## src/rtl/led_breathe_if.sv

```systemverilog
// LED breathing driver port bundle: run enable in, PWM drive and status out.
interface led_breathe_if #(
  parameter int unsigned PWM_W = 8
);
  logic             en;
  logic             led;
  logic [PWM_W-1:0] duty;
  logic [2:0]       state;

  modport master (output en, input led, input duty, input state);
  modport slave  (input en, output led, output duty, output state);
endinterface

```

## src/rtl/led_breathe.sv

```systemverilog
// LED breathing PWM driver: duty ramps up, holds, ramps down, holds, in a loop.
// Optional LED_BREATHE_GAMMA_EN squares the duty index for perceptually linear brightness.
module led_breathe #(
  parameter int unsigned PWM_W        = 8,
  parameter int unsigned STEP_DIV     = 16,
  parameter int unsigned HOLD_PERIODS = 64
) (
  input  logic         clk,
  input  logic         rst_n,
  led_breathe_if.slave bus
);

  localparam int unsigned STEP_W = (STEP_DIV > 1) ? $clog2(STEP_DIV) : 1;
  localparam int unsigned HOLD_W = (HOLD_PERIODS > 1) ? $clog2(HOLD_PERIODS) : 1;

  localparam logic [PWM_W-1:0]  CNT_MAX   = '1;
  localparam logic [PWM_W-1:0]  DUTY_NEAR = CNT_MAX - PWM_W'(1);
  localparam logic [STEP_W-1:0] STEP_LAST = STEP_W'(STEP_DIV - 1);
  localparam logic [HOLD_W-1:0] HOLD_LAST = HOLD_W'(HOLD_PERIODS - 1);

  typedef enum logic [2:0] {
    IDLE    = 3'd0,
    RISE    = 3'd1,
    HOLD_HI = 3'd2,
    FALL    = 3'd3,
    HOLD_LO = 3'd4
  } state_t;

  state_t            state_q, state_d;
  logic [PWM_W-1:0]  pwm_cnt_q, pwm_cnt_d;
  logic [PWM_W-1:0]  duty_q, duty_d;
  logic [STEP_W-1:0] step_cnt_q, step_cnt_d;
  logic [HOLD_W-1:0] hold_cnt_q, hold_cnt_d;
  logic              led_q, led_d;
  logic [PWM_W-1:0]  cmp;
  logic              period_end;

`ifdef LED_BREATHE_GAMMA_EN
  localparam int unsigned SQ_W = 2 * PWM_W;
  logic [SQ_W-1:0] duty_sq;

  assign duty_sq = SQ_W'(duty_q) * SQ_W'(duty_q);
  assign cmp     = PWM_W'(duty_sq >> PWM_W);
`else
  assign cmp = duty_q;
`endif

  assign period_end = (state_q != IDLE) && (pwm_cnt_q == CNT_MAX);

  // State and datapath registers
  always_ff @(posedge clk or negedge rst_n) begin
    if (!rst_n) begin
      state_q    <= IDLE;
      pwm_cnt_q  <= '0;
      duty_q     <= '0;
      step_cnt_q <= '0;
      hold_cnt_q <= '0;
      led_q      <= 1'b0;
    end else begin
      state_q    <= state_d;
      pwm_cnt_q  <= pwm_cnt_d;
      duty_q     <= duty_d;
      step_cnt_q <= step_cnt_d;
      hold_cnt_q <= hold_cnt_d;
      led_q      <= led_d;
    end
  end

  // Next-state, duty stepping and PWM compare
  always_comb begin
    state_d    = state_q;
    pwm_cnt_d  = pwm_cnt_q;
    duty_d     = duty_q;
    step_cnt_d = step_cnt_q;
    hold_cnt_d = hold_cnt_q;
    led_d      = 1'b0;

    if (state_q != IDLE) begin
      pwm_cnt_d = pwm_cnt_q + PWM_W'(1);
      led_d     = (pwm_cnt_q < cmp);
    end

    case (state_q)
      IDLE: begin
        pwm_cnt_d  = '0;
        duty_d     = '0;
        step_cnt_d = '0;
        hold_cnt_d = '0;
        if (bus.en) state_d = RISE;
      end
      RISE: begin
        if (period_end) begin
          if (step_cnt_q == STEP_LAST) begin
            step_cnt_d = '0;
            duty_d     = duty_q + PWM_W'(1);
            if (duty_q == DUTY_NEAR) begin
              state_d    = HOLD_HI;
              hold_cnt_d = '0;
            end
          end else begin
            step_cnt_d = step_cnt_q + STEP_W'(1);
          end
        end
      end
      HOLD_HI: begin
        if (period_end) begin
          if (hold_cnt_q == HOLD_LAST) begin
            state_d    = FALL;
            step_cnt_d = '0;
          end else begin
            hold_cnt_d = hold_cnt_q + HOLD_W'(1);
          end
        end
      end
      FALL: begin
        if (period_end) begin
          if (step_cnt_q == STEP_LAST) begin
            step_cnt_d = '0;
            duty_d     = duty_q - PWM_W'(1);
            if (duty_q == PWM_W'(1)) begin
              state_d    = HOLD_LO;
              hold_cnt_d = '0;
            end
          end else begin
            step_cnt_d = step_cnt_q + STEP_W'(1);
          end
        end
      end
      HOLD_LO: begin
        if (period_end) begin
          if (hold_cnt_q == HOLD_LAST) begin
            state_d    = RISE;
            step_cnt_d = '0;
          end else begin
            hold_cnt_d = hold_cnt_q + HOLD_W'(1);
          end
        end
      end
      default: state_d = IDLE;
    endcase

    // A stop at period end overrides any step or hold transition
    if (period_end && !bus.en) begin
      state_d    = IDLE;
      pwm_cnt_d  = '0;
      duty_d     = '0;
      step_cnt_d = '0;
      hold_cnt_d = '0;
    end
  end

  assign bus.led   = led_q;
  assign bus.duty  = duty_q;
  assign bus.state = state_q;

endmodule
```

## src/flat_wrapper.sv

```systemverilog
// flat-port wrapper written by rule: the top's interface ports become plain ports
module led_breathe_flat 
#(
  parameter int unsigned PWM_W        = 8,
  parameter int unsigned STEP_DIV     = 16,
  parameter int unsigned HOLD_PERIODS = 64
)
  (clk, rst_n, bus_en, bus_led, bus_duty, bus_state);
  led_breathe_if #(.PWM_W(PWM_W)) bus_i ();
  input  logic clk;
  input  logic rst_n;
  input wire logic [$bits(bus_i.en)-1:0] bus_en;
  output wire logic [$bits(bus_i.led)-1:0] bus_led;
  output wire logic [$bits(bus_i.duty)-1:0] bus_duty;
  output wire logic [$bits(bus_i.state)-1:0] bus_state;
  assign bus_i.en = bus_en;
  assign bus_led = bus_i.led;
  assign bus_duty = bus_i.duty;
  assign bus_state = bus_i.state;
  led_breathe #(.PWM_W(PWM_W), .STEP_DIV(STEP_DIV), .HOLD_PERIODS(HOLD_PERIODS)) u_core (.clk(clk), .rst_n(rst_n), .bus(bus_i));
endmodule
```

## config.mk

```make
export PLATFORM = sky130hd
export DESIGN_NAME = led_breathe_flat
export DESIGN_NICKNAME = d
export VERILOG_FILES = /design/src/rtl/led_breathe_if.sv /design/src/rtl/led_breathe.sv /design/src/flat_wrapper.sv
export SDC_FILE = /design/constraint.sdc
export NUM_CORES = 1
export LEC_CHECK = 0
export ABC_CLOCK_PERIOD_IN_PS = 4400
export BUFFER_PORTS_ARGS = -buffer_cell sky130_fd_sc_hd__buf_2
export CORE_MARGIN = 3
export CORE_UTILIZATION = 43
export DETAILED_ROUTE_END_ITERATION = 6
export PLACE_DENSITY = 0.63
export SLEW_MARGIN = 20
export SYNTH_ARGS = -nofsm -noshare
export SYNTH_HDL_FRONTEND = slang
export SYNTH_SLANG_ARGS = --single-unit
```

## constraint.sdc

```tcl
create_clock -name clk -period 4.4 [get_ports clk]
set_input_delay 0 -clock clk [delete_from_list [all_inputs] [get_ports clk]]
set_output_delay 0 -clock clk [all_outputs]
set_load 0.005 [all_outputs]
```

## After elaboration in Yosys (flattened, before gate mapping)

Cells that the tools add are included.

- Register bits after elaboration: 30
- Input port bits: 3
- Output and inout bits: 12
- Word-level logic and storage cells: 90

- Mux-type cells: 39
- $add $sub $neg: 5
- $lt $le $gt $ge: 1
- Reduce and logical (&&, ||, !) cells: 15
- Equality and inequality tests: 24

Operators by type and width:

| cell | number |
|---|---|
| 8-bit two-way mux | 8 |
| 6-bit two-way mux | 9 |
| 3-bit by 1-bit != test with 1-bit output (second input constant) | 13 |
| 3-bit two-way mux | 12 |
| 6-bit case mux with 4 select lines | 1 |
| 8-bit case mux with 3 select lines | 1 |
| 4-bit two-way mux | 5 |
| 8-bit by 1-bit adder with 8-bit output (second input constant) | 2 |
| 8-bit == test (second input constant) | 2 |
| 3-bit case mux with 5 select lines | 1 |
| 4-bit case mux with 3 select lines | 1 |
| 11-bit AND reduction | 1 |
| 9-bit AND reduction | 1 |
| 8-bit by 1-bit == test with 1-bit output (second input constant) | 1 |
| 8-bit less-than comparator | 1 |
| 4-bit nonzero test | 2 |
| 8-bit by 1-bit subtractor with 8-bit output (second input constant) | 1 |
| 6-bit by 1-bit adder with 6-bit output (second input constant) | 1 |
| 3-bit by 2-bit == test with 1-bit output (second input constant) | 2 |
| 6-bit == test (second input constant) | 1 |
| 3-bit nonzero test | 2 |
| 5-bit AND reduction | 1 |
| 5-bit nonzero test | 1 |
| 4-bit by 1-bit adder with 4-bit output (second input constant) | 1 |
| 11 further kinds | 13 |

## Longest topological paths before layout

Gate-level depths: netlist of run 1.

- Depth in word-level cells: 6
- Mapped depth: 8
- Gate-level depth less buffers: 8

## Worst setup path after synthesis of run 1

Ideal clock, no wire load.

- Kind: flip-flop to flip-flop
- Start point: reg u_core.pwm_cnt_q[0]
- End point: reg u_core.hold_cnt_q[4]
- Arrival: 2.079 ns
- Period minus slack after synthesis: 2.160 ns
- Path slack: 2.240 ns
- Required time: 4.319 ns
- Cell stages (with the launch flop): 8
- Library setup time: 0.081 ns
- Path buffers: 0
- Cells stage by stage: dfrtp_1 > ha_1 > nand4_2 > o311ai_4 > o32a_2 > o2111ai_4 > or4_4 > o211ai_2

- Longest elaborated chain between the ends: 5
- Elaborated cells between the ends (all ways): 14
- Those cells by class: 9 x eq/ne; 1 x mux; 4 x reduce/logical

RTL lines:

| item | line | source |
|---|---|---|
| from (decl) | led_breathe.sv:30 | `logic [PWM_W-1:0] pwm_cnt_q, pwm_cnt_d;` |
| from (signal assigned) | led_breathe.sv:61 | `pwm_cnt_q <= pwm_cnt_d;` |
| 8-bit == test * | led_breathe.sv:48 | `assign period_end = (state_q != IDLE) && (pwm_cnt_q == CNT_MAX);` |
| 1-bit logical AND * | led_breathe.sv:48 |  |
| 1-bit logical AND | led_breathe.sv:143 | `if (period_end && !bus.en) begin` |
| 3-bit by 1-bit != test with 1-bit output (no source line) (tied with other cells) | - |  |
| 9-bit AND reduction (no source line) | - |  |
| to (signal assigned) | led_breathe.sv:64 | `hold_cnt_q <= hold_cnt_d;` |
| to (decl) | led_breathe.sv:33 | `logic [HOLD_W-1:0] hold_cnt_q, hold_cnt_d;` |

Mark *: on every way between the ends. The rest lies on a longest branch, timed or not.
A chain may end at the register's enable or synchronous reset.

## Worst setup path in the final report of run 1

Ends and elaborated chain as after synthesis.

==> results of run 1 <==
## layout by cell type (no fill, tap or decap), types with 11 or more instances in the layout
cell | netlist | layout
dfrtp_1 | 30 | 30
a21oi_1 | 12 | 12
nand2_1 | 23 | 23
buf_2 | 0 | 14
ha_1 | 14 | 14
inv_1 | 13 | 13
nand3_1 | 11 | 11
o21ai_0 | 19 | 19
nor2_1 | 23 | 23
## routing by layer
metal	vias to the layer above	track usage [%]	wire length, um
met4	0	5.93	61
met3	6	4.46	168
met1	798	24.1	2160
met2	31	25.7	1880
li1	852	-	-
met5	-	0	0
## logic make-up (layout without fill, tap and decap cells)
kind of cell,after synthesis,in the layout
compound gates,62,62
xor+xnor,8,8
fa+ha+maj,15,15
buf+inv,19,35
flops,30,30
mux,2,2
simple gates,93,93
## final timing paths
check,endpoint,cells past startpoint
hold reg to reg,u_core.step_cnt_q[3],1
setup / recovery,u_core.hold_cnt_q[4],7
hold / removal,u_core.bus.state[0],3
setup reg to reg,u_core.hold_cnt_q[4],7
min in group asynchronous,u_core.hold_cnt_q[2],2
max in group asynchronous,u_core.pwm_cnt_q[7],2
## layout make-up
class                           instances  area share, %
Sequential cell                        30           33.9
Multi-Input combinational cell        180           53.9
Tap cell                               52           2.94
Inverter                               13           2.20
Timing Repair Buffer                   15           3.62
Clock buffer                            7           3.45
## per-stage QoR
| step | hold WS, ns | util [%] |
|---|---|---|
| after floorplan | -0.296 | - |
| final | 0.148 | 49.8 |
| after global routing | 0.191 | 49.8 |
| after CTS | 0.140 | 49.8 |
| after global placement | 0.0856 | 47.9 |
| after detailed placement | 0.0897 | 47.9 |
## power groups by stage
stage | combinational [mW] | sequential, mW | clock, mW
6_report | 0.177 | 0.387 | 0.208
5_1_grt | 0.212 | 0.395 | 0.226
4_1_cts | 0.181 | 0.388 | 0.213
3_5_place_dp | 0.179 | 0.393 | 0
3_3_place_gp | 0.178 | 0.392 | 0
2_1_floorplan | 0.140 | 0.375 | 0
## worst max-delay path, stage by stage, from the launching register on
cell and delay (ns):
dfrtp_1 0.40, ha_1 0.26, nand4_2 0.17, o311ai_4 0.39
o32a_2 0.30, o2111ai_4 0.18, or4_4 0.56, o211ai_2 0.08
## state kept, by name, indices dropped and copies added (netlist names)
register,cells
u_core.bus.duty,8
u_core.pwm_cnt_q,8
u_core.hold_cnt_q,6
u_core.step_cnt_q,4
u_core.bus.state,3
u_core.bus.led,1
==> results.md, run 1 <==
- Outcome: finished, final reports clean
- Drt first pass iters: 4
- CTS tree: done
- Post-synthesis mux area share: 0.992%
- Max Freq: 0.415 GHz
- Layout fillers: 423
- Starting Density: 45.4%
- Gr ovfl total: 0
- Adder-cell area share of the yosys netlist: 9.18%
- Max H-tree Level: 2
- Vias per cell: 5.68
- Final Max Slew Viols: 0
- Antenna viol nets, final: 0
- Global-route wire length before repair: 7290 um
- Worst Hold Class: in2reg
- Hold wc startpoint: bus_en
- Ys async rst share: 100%
- Area growth from synthesis to layout: 9.67%
- Count leader, synth: dfrtp_1
- Sw Share: 33.6%
- CP Data Required Time: 4.61 ns
- Post-route cell area: 0.00221 mm2
- Post-Synth Simple-Gate Area: between 20% and 30%
- Dpl cell area: 0.00213 mm2
- Setup Skew: 0.00457 ns
- TritonCTS buffer count: 5
- Cell variety after synth: 49
- Endpoints failing hold: 0
- Die area: roughly 0.0056 mm2
- Leakage: 0.945 nW
- Compound-Gate Fraction of Synth Area: about a fifth
- Power Total: slightly below 0.8 mW
- Die Ht: 74.5 um
- Post-CTS Setup Inserts: 0
- # placed instances: 289
- CP Class: reg2reg
- NetSw: 0.259 mW
- CTS Sinks: 30
- Relative slew margins: between 50% and 60%
- Mapped Area: 0.00202 mm2
- Critical path arrival: 2.62 ns
- Row count: 24
- Register area: 751 um2
- Critical path endpoint category: flip-flop
- Global placement routability congestion: 0.882
- Ant diodes: 0
- Number of I/O pins: 15
- DP HPWL: 3130 um
- R2r setup slk: a little under 2 ns
- Final #Nets: roughly 260
- Top cells by area, synth: dfrtp_1 37%, ha_1 8.7%, o21ai_0 4.7%
- Max-cap violations: 0
- Worst-path clk slew: about 0.060 ns
- Critical Path Source: u_core.pwm_cnt_q[0]
- Most common library cells after synthesis: 30 x dfrtp_1, 23 x nand2_1, 23 x nor2_1
- Warnings from Yosys: 0
- Sequential share of the synthesized area: 37.2%
- Period utilisation layout: a little over half
- Max Fanout on Critical Path: 9
- Worst skew pair latency: 0.28 ns
- Max VDD drop: 0.161 mV
- Top_reg_cell synth: dfrtp_1
- GRT Util Overall: 17.2%
- Setup Total Neg Slack: 0 ns
- Mapped Avg Cell Area: 8.81 um2
- CTS max path bufs: 2
- Clock power share: 26.9%
- Post-Layout Cell Count: roughly 300
- CP startpoint kind: flip-flop
- Post-CTS Resized: 0
- P_int: 0.513 mW
- Initial antenna violation count: 0
- Largest net degree at the start of global routing: 31
- Worst-Margin Slew: slightly above 0.7 ns
- CTS Hold Buffers Added: 1
- Layout cells sized above 1: 14.3%
- Fin crit period: 2.41 ns
- Vias in the first global route: approximately 1500
- Power Dens Cells: ~350 mW/mm2
- Die Width: approximately 75 um
- Drt total wl: 4280 um
- EDFF count, synth: 0
- Setup Slack @ Placement: 1.99 ns
- Cell chosen for the clock root: clkbuf_8
- Synth Register Bits: 30
- Multi-input gate area: roughly 0.0012 mm2
- Reg power frac: around 50%
- Vias: between 1500 and 2000
- Worst Slack Setup Final: slightly below 2 ns
- Syn_nets: 246
- Combinational share of power: 22.9%
- Final setup fails: 0
- DR iter-0 viols: 120
- RSZ-0062 raised after global routing: false
- Drt wl/cell: 14.4 um
- IO buf count: 14
- Placeable Area: 0.00444 mm2
- Largest family of logic cells by synthesized area: simple AND/OR/NAND/NOR gates
- RR Startpoint: u_core.pwm_cnt_q[0]
- Gate count of the mapped netlist: 229
- Share of the synthesized area in the top cell type: 37.2%
- Synth area leader: dfrtp_1
- Xor/xnor share of the synthesized area: 3.47%
- Post-route DRC: 0
No activity file was read; power rests on OpenSTA's default activity.
==> run 2, diff against run 1 <==
--- a/config.mk
+++ b/config.mk
@@ -5,12 +5,12 @@
 export SDC_FILE = /design/constraint.sdc
 export NUM_CORES = 1
 export LEC_CHECK = 0
-export ABC_CLOCK_PERIOD_IN_PS = 4400
+export ABC_CLOCK_PERIOD_IN_PS = 1900
 export BUFFER_PORTS_ARGS = -buffer_cell sky130_fd_sc_hd__buf_2
 export CORE_MARGIN = 3
 export CORE_UTILIZATION = 43
 export DETAILED_ROUTE_END_ITERATION = 6
-export PLACE_DENSITY = 0.63
+export PLACE_DENSITY = 0.66
 export SLEW_MARGIN = 20
 export SYNTH_ARGS = -nofsm -noshare
 export SYNTH_HDL_FRONTEND = slang
==> constraint.sdc (replaced) <==
create_clock -name clk -period 1.9 [get_ports clk]
set_input_delay 0 -clock clk [delete_from_list [all_inputs] [get_ports clk]]
set_output_delay 0 -clock clk [all_outputs]
set_load 0.005 [all_outputs]
==> results.md, run 2 (same netlist as run 1, synthesis figures left out) <==
- Outcome: finished, final reports clean (unchanged)
- Vias: 1854 (was 1687)
- Max H-tree Level: 2 (unchanged)
- Number of I/O pins: 15 (unchanged)
- Setup Total Neg Slack: 0 ns (unchanged)
- DR iter-0 viols: 154 (was 120)
- CP Class: reg2reg (unchanged)
- # placed instances: 328 (was 289)
- Post-Layout Cell Count: 339 (was 297)
- GRT Util Overall: 19.6% (was 17.2%)
- Row count: 24 (unchanged)
- Final setup fails: 0 (unchanged)
- Worst-Margin Slew: 0.692 ns (was 0.704 ns)
- CTS max path bufs: 2 (unchanged)
- Largest net degree at the start of global routing: 31 (unchanged)
- Commonest non-fill, non-tap cells in the layout: 41 x buf_4, 29 x dfrtp_1, 22 x nor2_1, 22 x nand2_1, 16 x o21ai_0 (was 30 x dfrtp_1, 23 x nor2_1, 23 x nand2_1, 19 x o21ai_0)
- Relative slew margins: 53.9% (was 53.1%)
- CP startpoint kind: flip-flop (unchanged)
- Die Width: 74.5 um (unchanged)
- Vias per cell: 5.47 (was 5.68)
- CTS tree: done (unchanged)
- Gr ovfl total: 0 (unchanged)
- Worst Hold Class: in2reg (unchanged)
- Hold WS: 0.143 ns (was 0.148 ns)
- CTS Sinks: 30 (unchanged)
- Max VDD drop: 0.361 mV (was 0.161 mV)
- Die Ht: 74.5 um (unchanged)
- Final #Nets: 303 (was 262)
- Starting Density: 45.4% (unchanged)
- Antenna viol nets, final: 0 (unchanged)
- Max Freq: 0.527 GHz (was 0.415 GHz)
- Multi-input gate area: 0.00132 mm2 (was 0.00119 mm2)
- Layout fillers: 391 (was 423)
- Final Max Slew Viols: 0 (unchanged)
- Power Dens Cells: 791 mW/mm2 (was 349 mW/mm2)
- Leakage: 1.19 nW (was 0.945 nW)
- Post-route DRC: 0 (unchanged)
- Placeable Area: 0.00444 mm2 (unchanged)
- Drt total wl: 4790 um (was 4280 um)
- Critical path arrival: 2.10 ns (was 2.62 ns)
- Register area: 752 um2 (was 751 um2)
- Layout cells sized above 1: 33.4% (was 14.3%)
- Area growth from synthesis to layout: 32.7% (was 9.67%)
- Initial antenna violation count: 0 (unchanged)
- Most common cell after layout, fill and taps aside: buf_4 (was dfrtp_1)
- Ant diodes: 0 (unchanged)
- DP HPWL: 3520 um (was 3130 um)
- Vias in the first global route: 1745 (was 1530)
- Worst skew pair latency: 0.29 ns (was 0.28 ns)
- Die area: 0.00555 mm2 (unchanged)
- CP Data Required Time: 2.11 ns (was 4.61 ns)
- TritonCTS buffer count: 5 (unchanged)
- Worst-path clk slew: 0.07 ns (was 0.06 ns)
- Max Fanout on Critical Path: 5 (was 9)
- Period utilisation layout: 99.9% (was 54.8%)
- Drt first pass iters: 4 (unchanged)
- Endpoints failing hold: 0 (unchanged)
- Critical path endpoint category: flip-flop (unchanged)
- Setup Skew: 0.00922 ns (was 0.00457 ns)
- Fin crit period: 1.90 ns (was 2.41 ns)
- Drt wl/cell: 14.1 um (was 14.4 um)
- IO buf count: 14 (unchanged)
- Cell chosen for the clock root: clkbuf_8 (unchanged)
- RSZ-0062 raised after global routing: true (was false)
- Max-cap violations: 0 (unchanged)
- Global placement routability congestion: 0.826 (was 0.882)
- Global-route wire length before repair: 8310 um (was 7290 um)
## run 2: cell count changes in the layout (fill, tap and decap cells not counted), sizes merged
cell    change
buf        +41
clkbuf      +1
## run 2: where the power goes
part,switching [mW],internal [mW]
sequential,0.100,0.741
combinational,0.331,0.334
clock,0.249,0.366
total,0.680,1.44
## run 2: final cells by class
cell class,count,area share [%]
Clock buffer,8,4.11
Sequential cell,30,28.1
Multi-Input combinational cell,180,49.1
Inverter,13,1.82
Timing Repair Buffer,56,14.5
Tap cell,52,2.43
## run 2: final timing paths
| check | from | end | slack (ns) | cells past startpoint |
|---|---|---|---|---|
| setup / recovery | u_core.bus.duty[4] | u_core.hold_cnt_q[4] | 0.002 | 6 |
| hold / removal | bus_en | u_core.bus.state[0] | 0.14 | 3 |
| setup reg to reg | u_core.bus.duty[4] | u_core.hold_cnt_q[4] | 0.002 | 6 |
| hold reg to reg | u_core.hold_cnt_q[5] | u_core.hold_cnt_q[5] | 0.50 | 1 |
| max in group asynchronous | rst_n | u_core.bus.duty[4] | 1.12 | 2 |
| min in group asynchronous | rst_n | u_core.step_cnt_q[3] | 0.29 | 2 |
## run 2: repair_timing
item | CTS | global route
hold buffers | 1 | 0
endpoints found under the hold margin | 30 | 0
endpoints found under the setup margin | 13 | 9
pin swaps | 2 | 5
buffers inserted | 2 | 0
gates resized for setup | 5 | 18
## run 2: critical path, cell delays in order, from the launching register on
cell       delay, ns
dfrtp_2         0.44
nor4_4          0.30
and4_1          0.25
o32a_4          0.20
o2111ai_4       0.12
or4_4           0.44
o211ai_2        0.07
## run 2: layer usage
layer | GRT usage [%] | vias to the layer above | wire length [um]
li1 | - | 936 | -
met1 | 25.5 | 870 | 2160
met2 | 31.9 | 41 | 2340
met3 | 4.46 | 7 | 214
met4 | 7.31 | 0 | 76
met5 | 0 | - | 0
## run 2: per-stage QoR
| step | utilization, % | power, mW | worst slack (ns) | cell area (um2) |
|---|---|---|---|---|
| after floorplan | - | 1.22 | -0.0953 | 2060 |
| after global placement | 55.3 | 1.49 | -0.0767 | 2460 |
| after detailed placement | 55.3 | 1.51 | -0.0834 | 2460 |
| after CTS | 58.9 | 2.14 | 0.000879 | 2620 |
| after global routing | 60.3 | 2.28 | -0.102 | 2680 |
| final | 60.3 | 2.12 | 0.00208 | 2680 |
==> run 3, diff against run 2 <==
--- a/config.mk
+++ b/config.mk
@@ -10,7 +10,7 @@
 export CORE_MARGIN = 3
 export CORE_UTILIZATION = 43
 export DETAILED_ROUTE_END_ITERATION = 6
-export PLACE_DENSITY = 0.66
+export PLACE_DENSITY = 0.75
 export SLEW_MARGIN = 20
 export SYNTH_ARGS = -nofsm -noshare
 export SYNTH_HDL_FRONTEND = slang
==> results.md, run 3 (same netlist as run 1, synthesis figures left out) <==
- Outcome: finished with violations (was finished, final reports clean)
- Violated checks: negative setup slack
- IO buf count: 14 (unchanged)
- TritonCTS buffer count: 5 (unchanged)
- Cell chosen for the clock root: clkbuf_8 (unchanged)
- Vias per cell: 5.40 (was 5.47)
- Most common cell after layout, fill and taps aside: buf_4 (unchanged)
- Final setup fails: 1 (was 0)
- FF-to-FF path depth: 6 (unchanged)
- Sw Share: 32.8% (was 32.1%)
- Die area: 0.00555 mm2 (unchanged)
- Global-route wire length before repair: 8310 um (about the same)
- Met2 Use GR: 30.1% (was 31.9%)
- Register area: 751 um2 (was 752 um2)
- GRT Util Overall: 19.3% (was 19.6%)
- CTS tree: done (unchanged)
- NetSw: 0.653 mW (was 0.680 mW)
- CP startpoint kind: flip-flop (unchanged)
- Max VDD drop: 0.324 mV (was 0.361 mV)
- P_int: 1.34 mW (was 1.44 mW)
- Leakage: 1.17 nW (was 1.19 nW)
- Hold WS: 0.139 ns (was 0.143 ns)
- CP Class: reg2reg (unchanged)
- Layout cells sized above 1: 30.0% (was 33.4%)
- Setup Total Neg Slack: -0.00358 ns (was 0 ns)
- Final #Nets: 307 (was 303)
- Power Dens Cells: 760 mW/mm2 (was 791 mW/mm2)
- Relative slew margins: 56.0% (was 53.9%)
- Worst Slack Setup Final: -0.00358 ns (was 0.00208 ns)
- Vias in the first global route: 1802 (was 1745)
- Worst-Margin Slew: 0.660 ns (was 0.692 ns)
- Critical path arrival: 2.10 ns (about the same)
- CP Data Required Time: 2.10 ns (was 2.11 ns)
- Global placement routability congestion: 0.837 (was 0.826)
- CTS Sinks: 30 (unchanged)
- Number of I/O pins: 15 (unchanged)
- DP HPWL: 3610 um (was 3520 um)
- Area growth from synthesis to layout: 29.9% (was 32.7%)
- R2r setup slk: -0.004 ns (was 0.002 ns)
- Max Freq: 0.525 GHz (was 0.527 GHz)
- R2R Path End: u_core.hold_cnt_q[4] (unchanged)
- Ant diodes: 0 (unchanged)
- Routing usage on met3: 4.05% (was 4.46%)
- Gr ovfl total: 0 (unchanged)
- Worst skew pair latency: 0.27 ns (was 0.29 ns)
- Worst Hold Class: in2reg (unchanged)
- Final Max Slew Viols: 0 (unchanged)
- Commonest non-fill, non-tap cells in the layout: 45 x buf_4, 30 x dfrtp_1, 23 x nor2_1, 23 x nand2_1, 18 x o21ai_0 (was 41 x buf_4, 29 x dfrtp_1, 22 x nor2_1, 22 x nand2_1, 16 x o21ai_0)
- Post-route DRC: 0 (unchanged)
- RSZ-0062 raised after global routing: true (unchanged)
- Clock power share: 23.7% (was 29.0%)
- Row count: 24 (unchanged)
- Drt total wl: 4820 um (was 4790 um)
- Initial antenna violation count: 0 (unchanged)
- Die Width: 74.5 um (unchanged)
- Vias: 1847 (was 1854)
- CTS max path bufs: 2 (unchanged)
- DR iter-0 viols: 155 (was 154)
- Largest net degree at the start of global routing: 31 (unchanged)
- RR Startpoint: u_core.bus.duty[3] (was u_core.bus.duty[4])
- Max H-tree Level: 2 (unchanged)
- Layout fillers: 388 (was 391)
- Max-cap violations: 0 (unchanged)
- End of the worst hold path: u_core.bus.state[0] (unchanged)
- Most Crowded Layer GR: met2 (unchanged)
- Max Fanout on Critical Path: 6 (was 5)
- Starting Density: 45.4% (unchanged)
- Reg power frac: 42.4% (was 39.7%)
- Period utilisation layout: 100% (was 99.9%)
- Drt first pass iters: 4 (unchanged)
- Die Ht: 74.5 um (unchanged)
- Worst hold path depth: 3 (unchanged)
- Fin crit period: 1.90 ns (about the same)
- Setup Skew: 0.00539 ns (was 0.00922 ns)
- Routing usage on met1: 27.0% (was 25.5%)
- Combinational share of power: 33.9% (was 31.3%)
- Placeable Area: 0.00444 mm2 (unchanged)
- Critical path endpoint category: flip-flop (unchanged)
- Antenna viol nets, final: 0 (unchanged)
- Endpoints failing hold: 0 (unchanged)
- Drt wl/cell: 14.1 um (about the same)
- Multi-input gate area: 0.00126 mm2 (was 0.00132 mm2)
- Hold wc startpoint: bus_en (unchanged)
- Worst-path clk slew: 0.06 ns (was 0.07 ns)
[run 3: what timing repair did]
action	in CTS	in global routing
cloned	0	0
setup endpoints to repair	13	16
pin swaps	4	4
gates resized for setup	4	5
endpoints found under the hold margin	30	0
hold buffers	1	0
setup buffers	3	0
[run 3: metal layers]
layer	wire, um	up-vias	share of wire [%]
met5	0	-	0
met1	2310	870	48
met4	34	0	0.71
li1	-	939	-
met2	2310	34	48
met3	163	4	3.4
[run 3: power groups by stage]
stage | Combinational (mW) | Sequential [mW] | Clock (mW)
final | 0.675 | 0.845 | 0.472
after global placement | 0.645 | 0.851 | 0
after CTS | 0.683 | 0.846 | 0.493
after floorplan | 0.336 | 0.885 | 0
after detailed placement | 0.667 | 0.858 | 0
after global routing | 0.783 | 0.856 | 0.516
[run 3: layout make-up]
class                           instances  area share [%]
Inverter                               13            1.86
Tap cell                               52            2.48
Sequential cell                        30            28.6
Clock buffer                            7            2.91
Multi-Input combinational cell        180            48.2
Timing Repair Buffer                   60            15.9
[run 3: worst max-delay path, stage by stage, from the launching register on]
cell and delay [ns]:
dfrtp_1 0.42, nor4_4 0.32, and4_1 0.25, o32a_4 0.19, o2111ai_4 0.13, or4_4 0.44
o211ai_2 0.07
[run 3: how the worst max path moves through the flow]
stage,from,end,slack [ns],cells after the start
6_report,u_core.bus.duty[3],u_core.hold_cnt_q[4],-0.004,6
5_1_grt,u_core.bus.duty[3],u_core.hold_cnt_q[3],-0.09,6
4_1_cts,u_core.pwm_cnt_q[0],u_core.hold_cnt_q[4],0.004,7
3_5_place_dp,u_core.pwm_cnt_q[1],u_core.bus.duty[5],-0.08,8
3_3_place_gp,u_core.pwm_cnt_q[1],u_core.hold_cnt_q[4],-0.04,7
2_1_floorplan,u_core.pwm_cnt_q[1],u_core.hold_cnt_q[4],-0.1,7
[run 3: metrics by stage]
step / area, um2 / util, % / power, mW / setup slack [ns] / instances
global placement: 2480 / 55.8 / 1.50 / -0.0359 / 331
floorplan: 2060 / - / 1.22 / -0.0953 / 229
CTS: 2610 / 58.8 / 2.02 / 0.00435 / 342
finish: 2620 / 59.0 / 1.99 / -0.00358 / 342
global route: 2620 / 59.0 / 2.16 / -0.0864 / 342
detailed placement: 2480 / 55.8 / 1.53 / -0.0812 / 331
